**src/rtl/instr_mem_loader_pkg.sv**
```systemverilog
// rtl/instr_mem_loader_pkg.sv - shared widths, stream constants and state encoding for the loader
package instr_mem_loader_pkg;

  localparam int XLEN           = 32;
  localparam int HDR_BYTES      = 4;
  localparam int BYTES_PER_WORD = 4;

`ifdef LOADER_CHECKSUM_EN
  typedef enum logic [2:0] {
    ST_IDLE,
    ST_HDR,
    ST_DATA,
    ST_CSUM,
    ST_DONE,
    ST_ERR
  } state_t;
`else
  typedef enum logic [2:0] {
    ST_IDLE,
    ST_HDR,
    ST_DATA,
    ST_DONE,
    ST_ERR
  } state_t;
`endif

  function automatic logic [XLEN-1:0] word_addr(input logic [XLEN-1:0] base,
                                                input logic [XLEN-1:0] index);
    return base + (index << 2);
  endfunction

endpackage

```
**src/rtl/instr_mem_loader_if.sv**
```systemverilog
// rtl/instr_mem_loader_if.sv - byte stream handshake plus instruction memory write port
interface instr_mem_loader_if;
  import instr_mem_loader_pkg::*;

  logic            in_valid;
  logic [7:0]      in_data;
  logic            in_ready;
  logic            mem_we;
  logic [XLEN-1:0] mem_addr;
  logic [XLEN-1:0] mem_wdata;

  modport master (
    output in_valid,
    output in_data,
    input  in_ready,
    input  mem_we,
    input  mem_addr,
    input  mem_wdata
  );

  modport slave (
    input  in_valid,
    input  in_data,
    output in_ready,
    output mem_we,
    output mem_addr,
    output mem_wdata
  );

endinterface

```
**src/rtl/instr_mem_loader_byte_assembler.sv**
```systemverilog
// rtl/instr_mem_loader_byte_assembler.sv - packs four stream bytes into a little-endian word
module instr_mem_loader_byte_assembler
  import instr_mem_loader_pkg::*;
(
  input  logic            clk,
  input  logic            rst,
  input  logic            clear,
  input  logic            byte_strobe,
  input  logic [7:0]      data_byte,
  output logic [XLEN-1:0] word,
  output logic            word_valid
);

  logic [1:0]      index;
  logic [XLEN-9:0] shreg;

  // The three earlier bytes are held oldest-lowest so the 4th byte completes the word
  // combinationally, letting the caller register the memory write on the accepting edge.
  always_ff @(posedge clk or negedge rst) begin
    if (!rst) begin
      index <= 2'd0;
      shreg <= '0;
    end else if (clear) begin
      index <= 2'd0;
      shreg <= '0;
    end else if (byte_strobe) begin
      index <= index + 2'd1;
      shreg <= {data_byte, shreg[XLEN-9:8]};
    end
  end

  assign word       = {data_byte, shreg};
  assign word_valid = byte_strobe && !clear && (index == 2'(BYTES_PER_WORD - 1));

endmodule

```
**src/rtl/instr_mem_loader.sv**
```systemverilog
// rtl/instr_mem_loader.sv - fills instruction memory from a byte stream and holds the core until done; option LOADER_CHECKSUM_EN
module instr_mem_loader
  import instr_mem_loader_pkg::*;
#(
  parameter int              MEM_WORDS = 1024,
  parameter logic [XLEN-1:0] BASE_ADDR = '0,
  localparam int             WL_W      = $clog2(MEM_WORDS) + 1
) (
  input  logic                clk,
  input  logic                rst,
  input  logic                start,
  instr_mem_loader_if.slave   bus,
  output logic                core_hold,
  output logic                done,
  output logic                error,
  output logic [WL_W-1:0]     words_loaded
);

  state_t          state;
  logic [WL_W-1:0] n_words;
  logic            last_pending;
  logic            accept;
  logic            restartable;
  logic            asm_strobe;
  logic [XLEN-1:0] asm_word;
  logic            asm_word_valid;

`ifdef LOADER_CHECKSUM_EN
  logic [7:0]      csum;
`endif

  assign accept      = bus.in_valid && bus.in_ready;
  assign restartable = (state == ST_IDLE) || (state == ST_DONE) || (state == ST_ERR);
  assign asm_strobe  = accept && ((state == ST_HDR) || (state == ST_DATA));

  instr_mem_loader_byte_assembler u_asm (
    .clk         (clk),
    .rst         (rst),
    .clear       (start && restartable),
    .byte_strobe (asm_strobe),
    .data_byte   (bus.in_data),
    .word        (asm_word),
    .word_valid  (asm_word_valid)
  );

  always_ff @(posedge clk or negedge rst) begin
    if (!rst) begin
      state         <= ST_IDLE;
      bus.in_ready  <= 1'b0;
      bus.mem_we    <= 1'b0;
      bus.mem_addr  <= '0;
      bus.mem_wdata <= '0;
      core_hold     <= 1'b1;
      done          <= 1'b0;
      error         <= 1'b0;
      words_loaded  <= '0;
      n_words       <= '0;
      last_pending  <= 1'b0;
`ifdef LOADER_CHECKSUM_EN
      csum          <= 8'h00;
`endif
    end else begin
      bus.mem_we <= 1'b0;
      case (state)
        ST_IDLE, ST_DONE, ST_ERR: begin
          if (start) begin
            state        <= ST_HDR;
            bus.in_ready <= 1'b1;
            core_hold    <= 1'b1;
            done         <= 1'b0;
            error        <= 1'b0;
            words_loaded <= '0;
            last_pending <= 1'b0;
`ifdef LOADER_CHECKSUM_EN
            csum         <= 8'h00;
`endif
          end
        end

        ST_HDR: begin
          if (asm_word_valid) begin
            if (asm_word == '0) begin
              n_words <= '0;
`ifdef LOADER_CHECKSUM_EN
              state   <= ST_CSUM;
`else
              state        <= ST_DONE;
              bus.in_ready <= 1'b0;
              done         <= 1'b1;
              core_hold    <= 1'b0;
`endif
            end else if (asm_word > XLEN'(MEM_WORDS)) begin
              state        <= ST_ERR;
              bus.in_ready <= 1'b0;
              error        <= 1'b1;
            end else begin
              state   <= ST_DATA;
              n_words <= asm_word[WL_W-1:0];
            end
          end
        end

        ST_DATA: begin
`ifdef LOADER_CHECKSUM_EN
          if (accept) begin
            csum <= csum ^ bus.in_data;
          end
`endif
          if (asm_word_valid) begin
            bus.mem_we    <= 1'b1;
            bus.mem_addr  <= word_addr(BASE_ADDR, XLEN'(words_loaded));
            bus.mem_wdata <= asm_word;
            words_loaded  <= words_loaded + 1'b1;
            // Stop taking bytes as soon as the final word is complete; the
            // state change waits for the write cycle itself.
            if (words_loaded + 1'b1 == n_words) begin
              last_pending <= 1'b1;
              bus.in_ready <= 1'b0;
            end
          end
          if (last_pending) begin
            last_pending <= 1'b0;
`ifdef LOADER_CHECKSUM_EN
            state        <= ST_CSUM;
            bus.in_ready <= 1'b1;
`else
            state        <= ST_DONE;
            done         <= 1'b1;
            core_hold    <= 1'b0;
`endif
          end
        end

`ifdef LOADER_CHECKSUM_EN
        ST_CSUM: begin
          if (accept) begin
            bus.in_ready <= 1'b0;
            if (bus.in_data == csum) begin
              state     <= ST_DONE;
              done      <= 1'b1;
              core_hold <= 1'b0;
            end else begin
              state <= ST_ERR;
              error <= 1'b1;
            end
          end
        end
`endif

        default: begin
          state        <= ST_IDLE;
          bus.in_ready <= 1'b0;
        end
      endcase
    end
  end

endmodule

```
**src/flat_wrapper.sv**
```systemverilog
// flat-port wrapper written by rule: the top's interface ports become plain ports
module instr_mem_loader_flat import instr_mem_loader_pkg::*;
#(
  parameter int              MEM_WORDS = 1024,
  parameter logic [XLEN-1:0] BASE_ADDR = '0,
  localparam int             WL_W      = $clog2(MEM_WORDS) + 1
)
  (clk, rst, start, core_hold, done, error, words_loaded, bus_in_valid, bus_in_data, bus_in_ready, bus_mem_we, bus_mem_addr, bus_mem_wdata);
  instr_mem_loader_if bus_i ();
  input  logic clk;
  input  logic rst;
  input  logic start;
  output logic core_hold;
  output logic done;
  output logic error;
  output logic [WL_W-1:0] words_loaded;
  input wire logic [$bits(bus_i.in_valid)-1:0] bus_in_valid;
  input wire logic [$bits(bus_i.in_data)-1:0] bus_in_data;
  output wire logic [$bits(bus_i.in_ready)-1:0] bus_in_ready;
  output wire logic [$bits(bus_i.mem_we)-1:0] bus_mem_we;
  output wire logic [$bits(bus_i.mem_addr)-1:0] bus_mem_addr;
  output wire logic [$bits(bus_i.mem_wdata)-1:0] bus_mem_wdata;
  assign bus_i.in_valid = bus_in_valid;
  assign bus_i.in_data = bus_in_data;
  assign bus_in_ready = bus_i.in_ready;
  assign bus_mem_we = bus_i.mem_we;
  assign bus_mem_addr = bus_i.mem_addr;
  assign bus_mem_wdata = bus_i.mem_wdata;
  instr_mem_loader #(.MEM_WORDS(MEM_WORDS), .BASE_ADDR(BASE_ADDR)) u_core (.clk(clk), .rst(rst), .start(start), .bus(bus_i), .core_hold(core_hold), .done(done), .error(error), .words_loaded(words_loaded));
endmodule
```
**config.mk**
```make
export PLATFORM = sky130hd
export DESIGN_NAME = instr_mem_loader_flat
export DESIGN_NICKNAME = d
export VERILOG_FILES = /design/src/rtl/instr_mem_loader_pkg.sv /design/src/rtl/instr_mem_loader_if.sv /design/src/rtl/instr_mem_loader_byte_assembler.sv /design/src/rtl/instr_mem_loader.sv /design/src/flat_wrapper.sv
export SDC_FILE = /design/constraint.sdc
export NUM_CORES = 1
export LEC_CHECK = 0
export ABC_CLOCK_PERIOD_IN_PS = 5900
export BUFFER_PORTS_ARGS = -buffer_cell sky130_fd_sc_hd__buf_2
export CAP_MARGIN = 5
export CORE_MARGIN = 8
export CORE_UTILIZATION = 55
export DETAILED_ROUTE_END_ITERATION = 16
export HOLD_SLACK_MARGIN = 0.12
export MAX_ROUTING_LAYER = met4
export PLACE_DENSITY = 0.79
export SLEW_MARGIN = 10
export SYNTH_ARGS = -nofsm -noshare
export SYNTH_HDL_FRONTEND = slang
export SYNTH_HIERARCHICAL = 1
export SYNTH_SLANG_ARGS = --single-unit
```
**constraint.sdc**
```tcl
create_clock -name clk -period 5.9 [get_ports clk]
set_clock_uncertainty 0.1 [all_clocks]
set_input_delay 0.59 -clock clk [delete_from_list [all_inputs] [get_ports clk]]
set_output_delay 0.59 -clock clk [all_outputs]
set_load 0.02 [all_outputs]
```
-- After elaboration in Yosys (flattened, before gate mapping)
Index checks and enable logic that the tools add are counted.
- muxes and demuxes: 41
- equal/unequal tests: 16
- $lt $le $gt $ge: 1
- $add $sub $neg: 2
- reduce and logical (&&, ||, !) cells: 24
- operator list (kind ; number):
    two-way mux 24 bit ; 2
    two-way mux 11 bit ; 4
    > comparator 32 x 11 -> 1 bit (second input constant) ; 1
    zero test 32 bit ; 1
    one-hot mux 11 bit (2 select lines) ; 1
    two-way mux 1 bit ; 21
    two-way mux 3 bit ; 5
    AND reduction 5 bit ; 3
    adder 11 x 1 -> 11 bit (second input constant) ; 1
    == test 11 bit ; 1
    inequality test 2 bit (second input constant) ; 5
    one-hot mux 1 bit (3 select lines) ; 3
    one-hot mux 3 bit (3 select lines) ; 1
    AND reduction 3 bit ; 3
    inequality test 2 x 1 -> 1 bit (second input constant) ; 4
    == test 3 x 2 -> 1 bit (second input constant) ; 2
    nonzero test 2 bit ; 3
    logical AND 1 bit ; 5
    two-way mux 2 bit ; 2
    one-hot mux 1 bit (2 select lines) ; 2
    AND reduction 2 bit ; 2
    == test 3 x 1 -> 1 bit (second input constant) ; 1
    == test 3 bit (second input constant) ; 1
    zero test 3 bit ; 1
    other kinds (7) ; 9
- logic and storage cells: 97
- input bits: 12
- bits in registers: 100

-- Logic depth before layout (Yosys ltp)
Gate-level depths: netlist (run 1).
- depth after elaboration: 10
- mapped depth: 14

-- By module
The synthesis (run 1) kept the hierarchy.
- modules (own cells, without submodules) (module ; instances ; cells an instance ; area each (sq um)):
    instr_mem_loader ; 1 ; 417 ; 3696.0
    instr_mem_loader_byte_assembler ; 1 ; 95 ; 1156.1

-- Worst setup path before layout (run 1)
OpenSTA, ideal clock, no wires.
- path kind: register to register
- from: register u_core.state[0]
- to: register u_core.n_words[0]
- data required time: 5.675 ns
- path buffers: 5
- period minus slack after synthesis: 2.775 ns
- stages on the path, launching flop included: 13
- arrival time: 2.550 ns
- slack: 3.125 ns
- cell sequence: dfrtp_1 clkbuf_1 clkbuf_1 xnor2_1 nor3_1 buf_6 buf_12 nand2_1 nor2_1 inv_1 or2_4 buf_6 mux2_4
- elaborated cells between the ends (all ways): 14
- RTL lines (what ; line ; source):
    from (decl) ; instr_mem_loader.sv:19 ; state_t state;
    from (signal assigned) ; instr_mem_loader.sv:48 ; state <= ST_IDLE;
    from (signal assigned) ; instr_mem_loader.sv:67 ; state <= ST_HDR;
    from (signal assigned) ; instr_mem_loader.sv:87 ; state <= ST_DONE;
    == test 3 x 1 -> 1 bit or == test 3 x 2 -> 1 bit (tied branches) ; instr_mem_loader.sv:34 ; assign asm_strobe = accept && ((state == ST_HDR) || (state == ST_DATA));
    logical OR 1 bit (*) ; instr_mem_loader.sv:34 ;
    logical AND 1 bit (*) ; instr_mem_loader.sv:34 ;
    named net u_core.asm_strobe ; instr_mem_loader.sv:24 ; logic asm_strobe;
    logical AND 1 bit (*) (2 in a row) ; instr_mem_loader_byte_assembler.sv:33 ; assign word_valid = byte_strobe && !clear && (index == 2'(BYTES_PER_WORD - 1));
    named net u_core.asm_word_valid ; instr_mem_loader.sv:26 ; logic asm_word_valid;
    AND reduction 3 bit (no line) (*) ; n/a ;
    to (signal assigned) ; instr_mem_loader.sv:98 ; n_words <= asm_word[WL_W-1:0];
    to (decl) ; instr_mem_loader.sv:20 ; logic [WL_W-1:0] n_words;
The timed path passes the listed nets; every way through them passes the cells marked *.
A chain may end at the register's enable or synchronous reset.

-- Final worst setup path (run 1)
- from: register u_core.state[0]
- to: register u_core.words_loaded[9]
- elaborated cells between the ends (all ways): 19
- RTL lines (what ; line ; source):
    == test 3 x 1 -> 1 bit or == test 3 x 2 -> 1 bit (tied branches) ; instr_mem_loader.sv:34 ;
    logical OR 1 bit (*) ; instr_mem_loader.sv:34 ;
    logical AND 1 bit (*) ; instr_mem_loader.sv:34 ;
    named net u_core.asm_strobe ; instr_mem_loader.sv:24 ;
    logical AND 1 bit (*) (2 in a row) ; instr_mem_loader_byte_assembler.sv:33 ;
    named net u_core.asm_word_valid ; instr_mem_loader.sv:26 ;
    inequality test 2 x 1 -> 1 bit (no line) (*) ; n/a ;
    AND reduction 3 bit (no line) (*) ; n/a ;
    to (signal assigned) ; instr_mem_loader.sv:113 ; words_loaded <= words_loaded + 1'b1;
    to (decl) ; instr_mem_loader.sv:16 ; output logic [WL_W-1:0] words_loaded
Marked as above.

==> results by stage, run 1 <==
Synth:
- The synthesized netlist contains 51 unique library cells.
- Dividing the synthesized area by the synthesized cell count gives between 9 and 10 sq um.
- The sequential cell area fraction in the yosys report is between 50 and 60%.
- The Yosys warning count is 6.
- In the synthesized netlist, the number of instances is about 500.
- Synthesis inferred 100 register bits.
- Summing every instance area after synthesis gives 0.00485 sq mm.

Pwr:
- The fraction of power consumed by the clock network is between 20% and 30%.
- The power density normalized to cell area is about 310 mW/mm^2.
- The switching portion of total power is between 30% and 40%.
- Registers are responsible for about 54% of the overall power.
- The switching component of the power is between 500 and 600 uW.
- The share of total power dissipated in combinational logic is 20.9%.
- The static leakage power is roughly 2.9 nW.
- The worst-case IR drop observed on VDD is about 0.00013 V.
- The total internal power is ~1.1 mW.

Worst setup path:
- The worst setup path is of the reg2reg kind.
- The data arrival time at the worst-slack endpoint is between 3 and 4 ns.
- The top fanout value on the critical path is 28.
- The startpoint of the worst setup timing path is u_core/state[0].
- The critical path goes through xnor2_1 > nor3_2 > buf_4 > nand2_1 > nor2_1 > nand2_2 > inv_2 > buf_4 > and2_1 > o21ai_1 > o31ai_1.
- The most frequent cell on the critical path is buf_4.
- The worst setup path is launched from a flip-flop.
- Measured in cells, the most critical reg-to-reg path has a length of 11.
- For flop-to-flop paths, the worst setup slack is about 2.7 ns.
- The critical path ends at u_core/words_loaded[9].
- The required time at the worst-slack endpoint is between 6 and 7 ns.
- The endpoint identified for the worst register-to-register timing path is u_core/words_loaded[9].
- In this design, the stage delay of the slowest critical-path cell is roughly 0.68 ns.
- The beginning of the worst register-to-register path is u_core/state[0].
- STA classifies the critical path endpoint as a flip-flop.
- Among all stages on the critical path, the largest delay is contributed by dfrtp_1.

Timing:
- The number of hold-slack violations in the final timing report came to 0.
- Headroom to the max-slew limit came out at 40.9%.
- Setup repair after global routing left no endpoint under its margin.
- The shortest period the worst path allows is ~3.2 ns.
- The final worst-path cycle share is between 50% and 60%.
- The highest attainable clock frequency is about 0.31 GHz.
- For the final routed database, the setup TNS stands at 0 ns.
- The count of endpoints failing setup in the final report is 0.
- The pin slew with the least headroom to its limit is between 0.8 and 0.9 ns.
- The count of final max-slew check failures is 0.
- Setup slack closes at between 2 and 3 ns.

Cells and area:
- The fraction of the core area covered by cells at the end of the flow is 61.3%.
- The final cell count without fillers is about 680.
- The diode insertion count for antenna repair is 0.
- The total number of nets in the final design is roughly 580.
- The post-route cell area is 0.00529 sq mm.
- The most common library cell in the layout ignoring fill and taps is nand2_1.
- In the layout the commonest cells are nand2_1, dfrtp_1, buf_2.
- The number of filler cells placed in the layout is 726.
- The sequential cells in the finished layout cover a total of around 0.0025 sq mm.
- The area added between synthesis and finish is 9.03%.
- The fraction of final layout cells with drive strength greater than 1 is slightly below 20%.
- Summing all multi-input logic gate instances after layout gives around 0.0020 sq mm.

Clock network:
- In this run, post-CTS repair resized a total of 0 instances.
- The hold-fix buffer count after cts is 1.
- The clock-pin slew on the worst setup and hold paths is 0.10 ns.
- Counting along the longest clock path gives a buffer depth of 2.
- Buffers added to address setup during post-CTS repair amount to 0.
- CTS built an H-tree with a depth of 3.
- The number of clock buffers inserted by TritonCTS is 9.
- The tree built by TritonCTS fans out to 100 sinks.
- For the worst-skew pair, the clock arrives at the later sink with an insertion delay of roughly 0.37 ns.
- TritonCTS built the clock tree.
- The clock root buffer master is clkbuf_8.

Worst hold path:
- The worst hold path was traced through 3 stages.
- The path category of the worst min-delay check is in2reg.

Floorplanning:
- The area of the die is 0.0121 sq mm.
- The floorplan step set the die width to around 110 um.
- The number of placed I/O pins is between 90 and 100.
- The core region is roughly 0.0086 sq mm.
- The floorplan step set the die height to approximately 110 um.
- In this run the core area contains 34 standard-cell rows.
- The initial cell density of the core is a little under three fifths.

Detailed routing:
- Before antenna repair, the detailed router went through 5 iterations.
- In the routed layout, each cell is associated on average with a via count of approximately 5.3.
- The routed length per placed instance is 15.5 um.
- The detail route stage leaves a number of antenna-violating nets equal to 0.
- After detailed routing, the number of remaining DRC violations is 0.
- For this block, the routed nets add up to approximately 10000 um of wire.
- The total number of vias is between 3000 and 4000.
- The initial detailed-routing violation count is 187.

Flow run:
- Max-cap violations in this run came to 0.

Placement:
- After detailed placement, the design holds a cell count of around 660.
- The number of buffers added on ports is 70.
- The worst setup timing slack at the placement stage is roughly 2.7 ns.
- The post-place instance area is between 0.005 and 0.006 sq mm.
- The congestion estimate from routability-driven global placement came to about 0.9.
- The post-DP HPWL is ~7300 um.

Global routing:
- The via count of the first global-routing pass is between 3000 and 4000.
- The number of antenna violations at the first check in global routing is 0.
- The first global-routing pass estimated 17600 um of wire.
- Global routing used approximately a fifth of the available tracks across all layers.
- Summed over all layers, the global routing overflow is 0.
- The largest net degree at the start of global routing is 73.

Status:
- The flow ran to the end, and the final reports show no timing, DRC or antenna violations.
[power by group through the flow]
stage,clock network [mW],logic (mW),registers (mW)
floorplan,0,0.309,0.864
global placement,0,0.338,0.900
detailed placement,0,0.348,0.905
CTS,0.435,0.350,0.891
global route,0.462,0.391,0.907
finish,0.425,0.349,0.892
[Yosys cell counts (all sizes together)]
| cell type | n | area share [%] |
|---|---|---|
| a32oi | 1 | 0.18 |
| buf | 43 | 6.7 |
| nand3 | 9 | 0.93 |
| a21oi | 3 | 0.31 |
| or3 | 1 | 0.13 |
| and3 | 4 | 0.52 |
| nor3 | 9 | 0.93 |
| xnor2 | 10 | 1.8 |
| a21o | 1 | 0.15 |
| a21boi | 1 | 0.15 |
| xor2 | 8 | 1.4 |
| mux2i | 28 | 5.8 |
| mux2 | 11 | 3.3 |
| o21ai | 25 | 2.6 |
| o2111ai | 1 | 0.18 |
| nand4 | 3 | 0.52 |
| nand2b | 3 | 0.39 |
| dfstp | 1 | 0.54 |
| a2bb2oi | 2 | 0.36 |
| nor4 | 5 | 0.64 |
| o22a | 1 | 0.18 |
| clkbuf | 13 | 1.0 |
| nand3b | 2 | 0.31 |
| nor2 | 51 | 4.2 |
| o31ai | 3 | 0.46 |
| a31o | 1 | 0.18 |
| a21bo | 1 | 0.21 |
| nor3b | 1 | 0.15 |
| o22ai | 3 | 0.39 |
| a221oi | 2 | 0.36 |
| inv | 5 | 0.39 |
| o211ai | 1 | 0.15 |
| or4 | 2 | 0.46 |
| conb | 1 | 0.077 |
| nor2b | 3 | 0.39 |
| nand2 | 149 | 12 |
| and2 | 1 | 0.13 |
| dfrtp | 99 | 51 |
| ha | 2 | 0.52 |
| or2 | 2 | 0.31 |
[per-layer routing]
metal  share of wire (%)  vias to the layer above  global-route usage (%)
met5                   0                        -                       -
met4                 1.7                        0                    6.17
met3                 7.5                       16                    4.51
met2                  47                      122                    29.0
met1                  44                     1728                    24.3
li1                    -                     1739                       -
[critical path, delay by kind of cell, from the launching register on]
| kind | cells | cell delay, ns |
|---|---|---|
| AOI/OAI and AO/OA | 2 | 0.14 |
| DFF | 1 | 0.68 |
| xor gates and xnor gates | 1 | 0.15 |
| buffers and inverters | 3 | 1.13 |
| and+or+nand+nor | 5 | 0.90 |
[registers in the layout, summed over array words and instances, names as in the netlist]
register              flops
u_core/core_hold          1
u_core/bus.in_ready       1
u_core/n_words           11
u_core/bus.mem_wdata     32
u_core/bus.mem_we         1
u_core/state              3
u_core/words_loaded      11
u_core/done               1
u_core/bus.mem_addr      11
u_core/u_asm/shreg       24
u_core/u_asm/index        2
u_core/error              1
u_core/last_pending       1
[layout make-up]
| class | instances | area share [%] |
|---|---|---|
| Multi-Input combinational cell | 371 | 38.6 |
| Inverter | 5 | 0.355 |
| Clock buffer | 10 | 2.60 |
| Timing Repair Buffer | 76 | 7.57 |
| Clock inverter | 6 | 1.02 |
| Sequential cell | 100 | 47.3 |
| Tap cell | 108 | 2.55 |
[cell families (layout without fill, tap and decap cells)]
family / Yosys count / after routing / synth area share [%]
DFF: 100 / 100 / 51.6
adders and majority gates: 2 / 2 / 0.516
AOI/OAI and AO/OA: 46 / 46 / 5.85
xor gates and xnor gates: 18 / 18 / 3.25
and+or+nand+nor: 245 / 245 / 21.5
muxes: 39 / 39 / 9.10
buffers and inverters: 61 / 97 / 8.12
other: 1 / 21 / 0.0773
[worst min-delay path by stage]
stage / startpoint / to
2_1_floorplan: rst / u_core/bus.in_ready
3_3_place_gp: u_core/bus.mem_addr[6] / u_core/bus.mem_addr[6]
3_5_place_dp: u_core/bus.mem_wdata[16] / u_core/bus.mem_wdata[16]
4_1_cts: bus_in_data[5] / u_core/bus.mem_wdata[29]
5_1_grt: bus_in_data[2] / u_core/bus.mem_wdata[26]
6_report: bus_in_data[5] / u_core/bus.mem_wdata[29]
[per-stage QoR]
stage          hold slack [ns]  power, mW
2_1_floorplan            0.194       1.17
3_3_place_gp             0.354       1.24
3_5_place_dp             0.356       1.25
4_1_cts                  0.326       1.68
5_1_grt                  0.348       1.76
6_report                 0.339       1.67
No activity file was read; power rests on OpenSTA's default activity.
==> inputs of run 2 (changes only) <==
--- a/config.mk
+++ b/config.mk
@@ -5,15 +5,15 @@
 export SDC_FILE = /design/constraint.sdc
 export NUM_CORES = 1
 export LEC_CHECK = 0
-export ABC_CLOCK_PERIOD_IN_PS = 5900
+export ABC_CLOCK_PERIOD_IN_PS = 2550
 export BUFFER_PORTS_ARGS = -buffer_cell sky130_fd_sc_hd__buf_2
 export CAP_MARGIN = 5
 export CORE_MARGIN = 8
-export CORE_UTILIZATION = 55
+export CORE_UTILIZATION = 50
 export DETAILED_ROUTE_END_ITERATION = 16
 export HOLD_SLACK_MARGIN = 0.12
 export MAX_ROUTING_LAYER = met4
-export PLACE_DENSITY = 0.79
+export PLACE_DENSITY = 0.76
 export SLEW_MARGIN = 10
 export SYNTH_ARGS = -nofsm -noshare
 export SYNTH_HDL_FRONTEND = slang
==> constraint.sdc (replaced) <==
create_clock -name clk -period 2.55 [get_ports clk]
set_clock_uncertainty 0.1 [all_clocks]
set_input_delay 0.255 -clock clk [delete_from_list [all_inputs] [get_ports clk]]
set_output_delay 0.255 -clock clk [all_outputs]
set_load 0.02 [all_outputs]
==> run 2 against run 1 <==
  * First-iteration DRC count grew 9.6%
  * Critical path depth shrank 3
  * Sequential power is 130% higher
  * Clock-buffer cell count decreased by 1
  * Non-clock buffer count grew 14
  * Global-route usage decreased by 0.60 points
  * Die area increased by 8.5%
==> results by stage, run 2 (synthesis gave the netlist of run 1 again) <==
Cells and area:
- From synthesis to final layout, the design area changed by 12.5%.
- The largest registers in the layout are u_core/bus.mem_wdata (32), u_core/u_asm/shreg (24).
- The fraction of final layout cells with drive strength greater than 1 is 21.0% (+1.1 points).
- The most common library cell in the layout ignoring fill and taps is nand2_1.
- The total number of nets in the final design came to 591 (+2.4%).
- The number of flip-flops under the largest register name came to 32 (unchanged).
- The diode insertion count for antenna repair is 0 (unchanged).
- Leaving out fill and tap cells, the most frequent cells in the layout are nand2_1, dfrtp_1, buf_2.
- The register name with the most flops is u_core/bus.mem_wdata.

Clock network:
- The sink count of the clock tree is 100 (unchanged).
- The number of setup buffers added after CTS came to 0 (unchanged).
- In this run the clock root is driven by a clkbuf_8.
- The insertion delay of the later-clocked pin in the worst-skew pair came to 0.37 ns (about the same).
- The clock-pin slew on the worst setup and hold paths was 0.10 ns (about the same).
- TritonCTS built the clock tree.
- The number of H-tree branching levels is 3 (unchanged).
- The maximum clock insertion buffer count is 2 (unchanged).
- The number of clock buffers inserted by TritonCTS came to 9 (unchanged).

Worst setup path:
- The element type at the critical path end is a flip-flop.
- The most frequent cell on the critical path is o21ai_0.
- STA classifies the critical path startpoint as a flip-flop.
- The required time at the worst-slack endpoint was 2.73 ns (-3.36 ns).
- The largest stage delay on the critical path came to 0.52 ns (-0.16 ns).
- The master of the slowest instance on the critical path is dfrtp_1.
- The signal on the critical path passes through or2_2 > a21boi_2 > nor2_2 > nand2_2 > inv_2 > nor2_1 > o21ai_0 > o21ai_0.
- The data arrival time at the worst-slack endpoint is 2.51 ns (-0.88 ns).
- The top fanout value on the critical path is 12 (-57%).
- The setup path with the least slack is of type reg2reg.

Global routing:
- The leftover overflow at the end of global routing was 0 (unchanged).
- The largest net degree at the start of global routing was 45 (-38%).
- The wire length of the first global-routing pass is 18800 um (+6.8%).
- The via count of the first global-routing pass is 3692 (+4.0%).
- The number of antenna violations at the first check in global routing is 0 (unchanged).
- The total routing usage reported by global routing was 18.4% (-0.60 points).

Timing:
- The shortest period the worst path allows is 2.34 ns (-0.870 ns).
- Setup repair after global routing left no endpoint under its margin.
- The pin slew with the least headroom to its limit was 0.638 ns (-0.248 ns).
- The sum of negative setup slack is 0 ns (unchanged).
- The worst hold margin is 0.216 ns (-0.123 ns).
- The count of final max-slew check failures is 0 (unchanged).
- The count of endpoints failing setup in the final report came to 0 (unchanged).
- The final worst-path cycle share is 91.6% (+37 points).
- The remaining max-slew budget at the tightest pin was 57.3% (+16 points).
- The number of hold-slack violations in the final timing report is 0 (unchanged).
- The highest attainable clock frequency was 0.428 GHz (+37%).

Detailed routing:
- The routed length per placed instance is 15.8 um (+2.1%).
- The initial detailed-routing violation count is 205 (+9.6%).
- The total iterations of the first detailed-routing run is 4 (-1).
- The number of vias per cell is 5.16 (-3.2%).
- The total wire length is 11300 um (+8.0%).
- The DRC violation count after routing was 0 (unchanged).
- The antenna violation net count after detailed routing is 0 (unchanged).
- The total number of vias came to 3692 (+2.4%).

Floorplanning:
- The core outline area is 0.00959 sq mm (+11%).
- The area of the die is 0.0131 sq mm (+8.5%).
- The number of placed I/O pins is 92 (unchanged).
- The initial cell density of the core is 50.6% (-5.6 points).
- The width of the die was 115 um (+4.2%).
- The number of placement rows came to 36 (+5.9%).
- The die span in y is 115 um (+4.2%).

Placement:
- The number of buffers added on ports is 70 (unchanged).
- The routability congestion estimate from global placement is 0.848 (-5.4%).
- The post-DP HPWL is 7840 um (+6.9%).

Flow run:
- The number of violations of the max-capacitance limit is 0 (unchanged).

Status:
- The flow ran to the end, and the final reports show no timing, DRC or antenna violations.

Pwr:
- The static leakage power was 2.97 nW (+2.1%).
- The power density normalized to cell area was 709 mW/mm^2 (+130%).
- The worst voltage drop across the vdd grid is 0.000515 V (+310%).

Worst hold path:
- The path category of the worst min-delay check is in2reg.
run 2: path summary, 6_finish.rpt:
| kind | startpoint | cells after the start | slack, ns | to |
|---|---|---|---|---|
| setup / recovery | u_core/state[1] | 8 | 0.21 | u_core/words_loaded[8] |
| hold / removal | start | 4 | 0.22 | u_core/state[1] |
| setup reg to reg | u_core/state[1] | 8 | 0.21 | u_core/words_loaded[8] |
| hold reg to reg | u_core/bus.mem_wdata[5] | 2 | 0.38 | u_core/bus.mem_wdata[5] |
| max in group asynchronous | rst | 3 | 1.40 | u_core/u_asm/shreg[1] |
| min in group asynchronous | rst | 2 | 0.30 | u_core/words_loaded[1] |
run 2: power by group:
group          switching, mW  internal, mW
clock network          0.575         0.369
registers              0.272          1.79
logic                  0.499         0.364
total                   1.35          2.53
run 2: through the flow:
step	power, mW	util (%)	instance area, sq um	worst slack [ns]	instances
5_1_grt	4.08	56.9	5460	0.00352	715
3_3_place_gp	2.88	54.1	5190	0.346	690
6_report	3.87	56.9	5460	0.215	715
4_1_cts	3.90	56.9	5460	0.207	715
3_5_place_dp	2.94	54.1	5190	0.239	690
2_1_floorplan	2.73	-	4950	0.00202	532
run 2: area by class of cell:
cell class                      count  area, sq um
Fill cell                         870         4140
Multi-Input combinational cell    371         2050
Clock inverter                      7         57.6
Tap cell                          133          166
Sequential cell                   100         2500
Clock buffer                        9          124
Timing Repair Buffer               90          538
Inverter                            5         18.8
run 2: worst max-delay path, delay by kind of cell, from the launching register on:
family          cells  cell delay [ns]
compound gates      3             0.52
buf+inv             1             0.04
flops               1             0.52
simple gates        4             1.08
run 2: routing by layer:
| metal | wire [um] | up-vias | share of wire [%] | global-route usage (%) |
|---|---|---|---|---|
| met5 | 0 | - | 0 | - |
| met4 | 80 | 0 | 0.71 | 5.86 |
| met3 | 632 | 8 | 5.6 | 3.43 |
| met2 | 5590 | 115 | 49 | 29.5 |
| met1 | 5010 | 1811 | 44 | 22.9 |
| li1 | - | 1758 | - | - |
run 2: repair_timing:
action / 4_1_cts / 5_1_grt
setup endpoints to repair: 0 / 2
resized for setup: 0 / 1
hold buffers: 9 / 0
hold endpoints to repair: 52 / 0
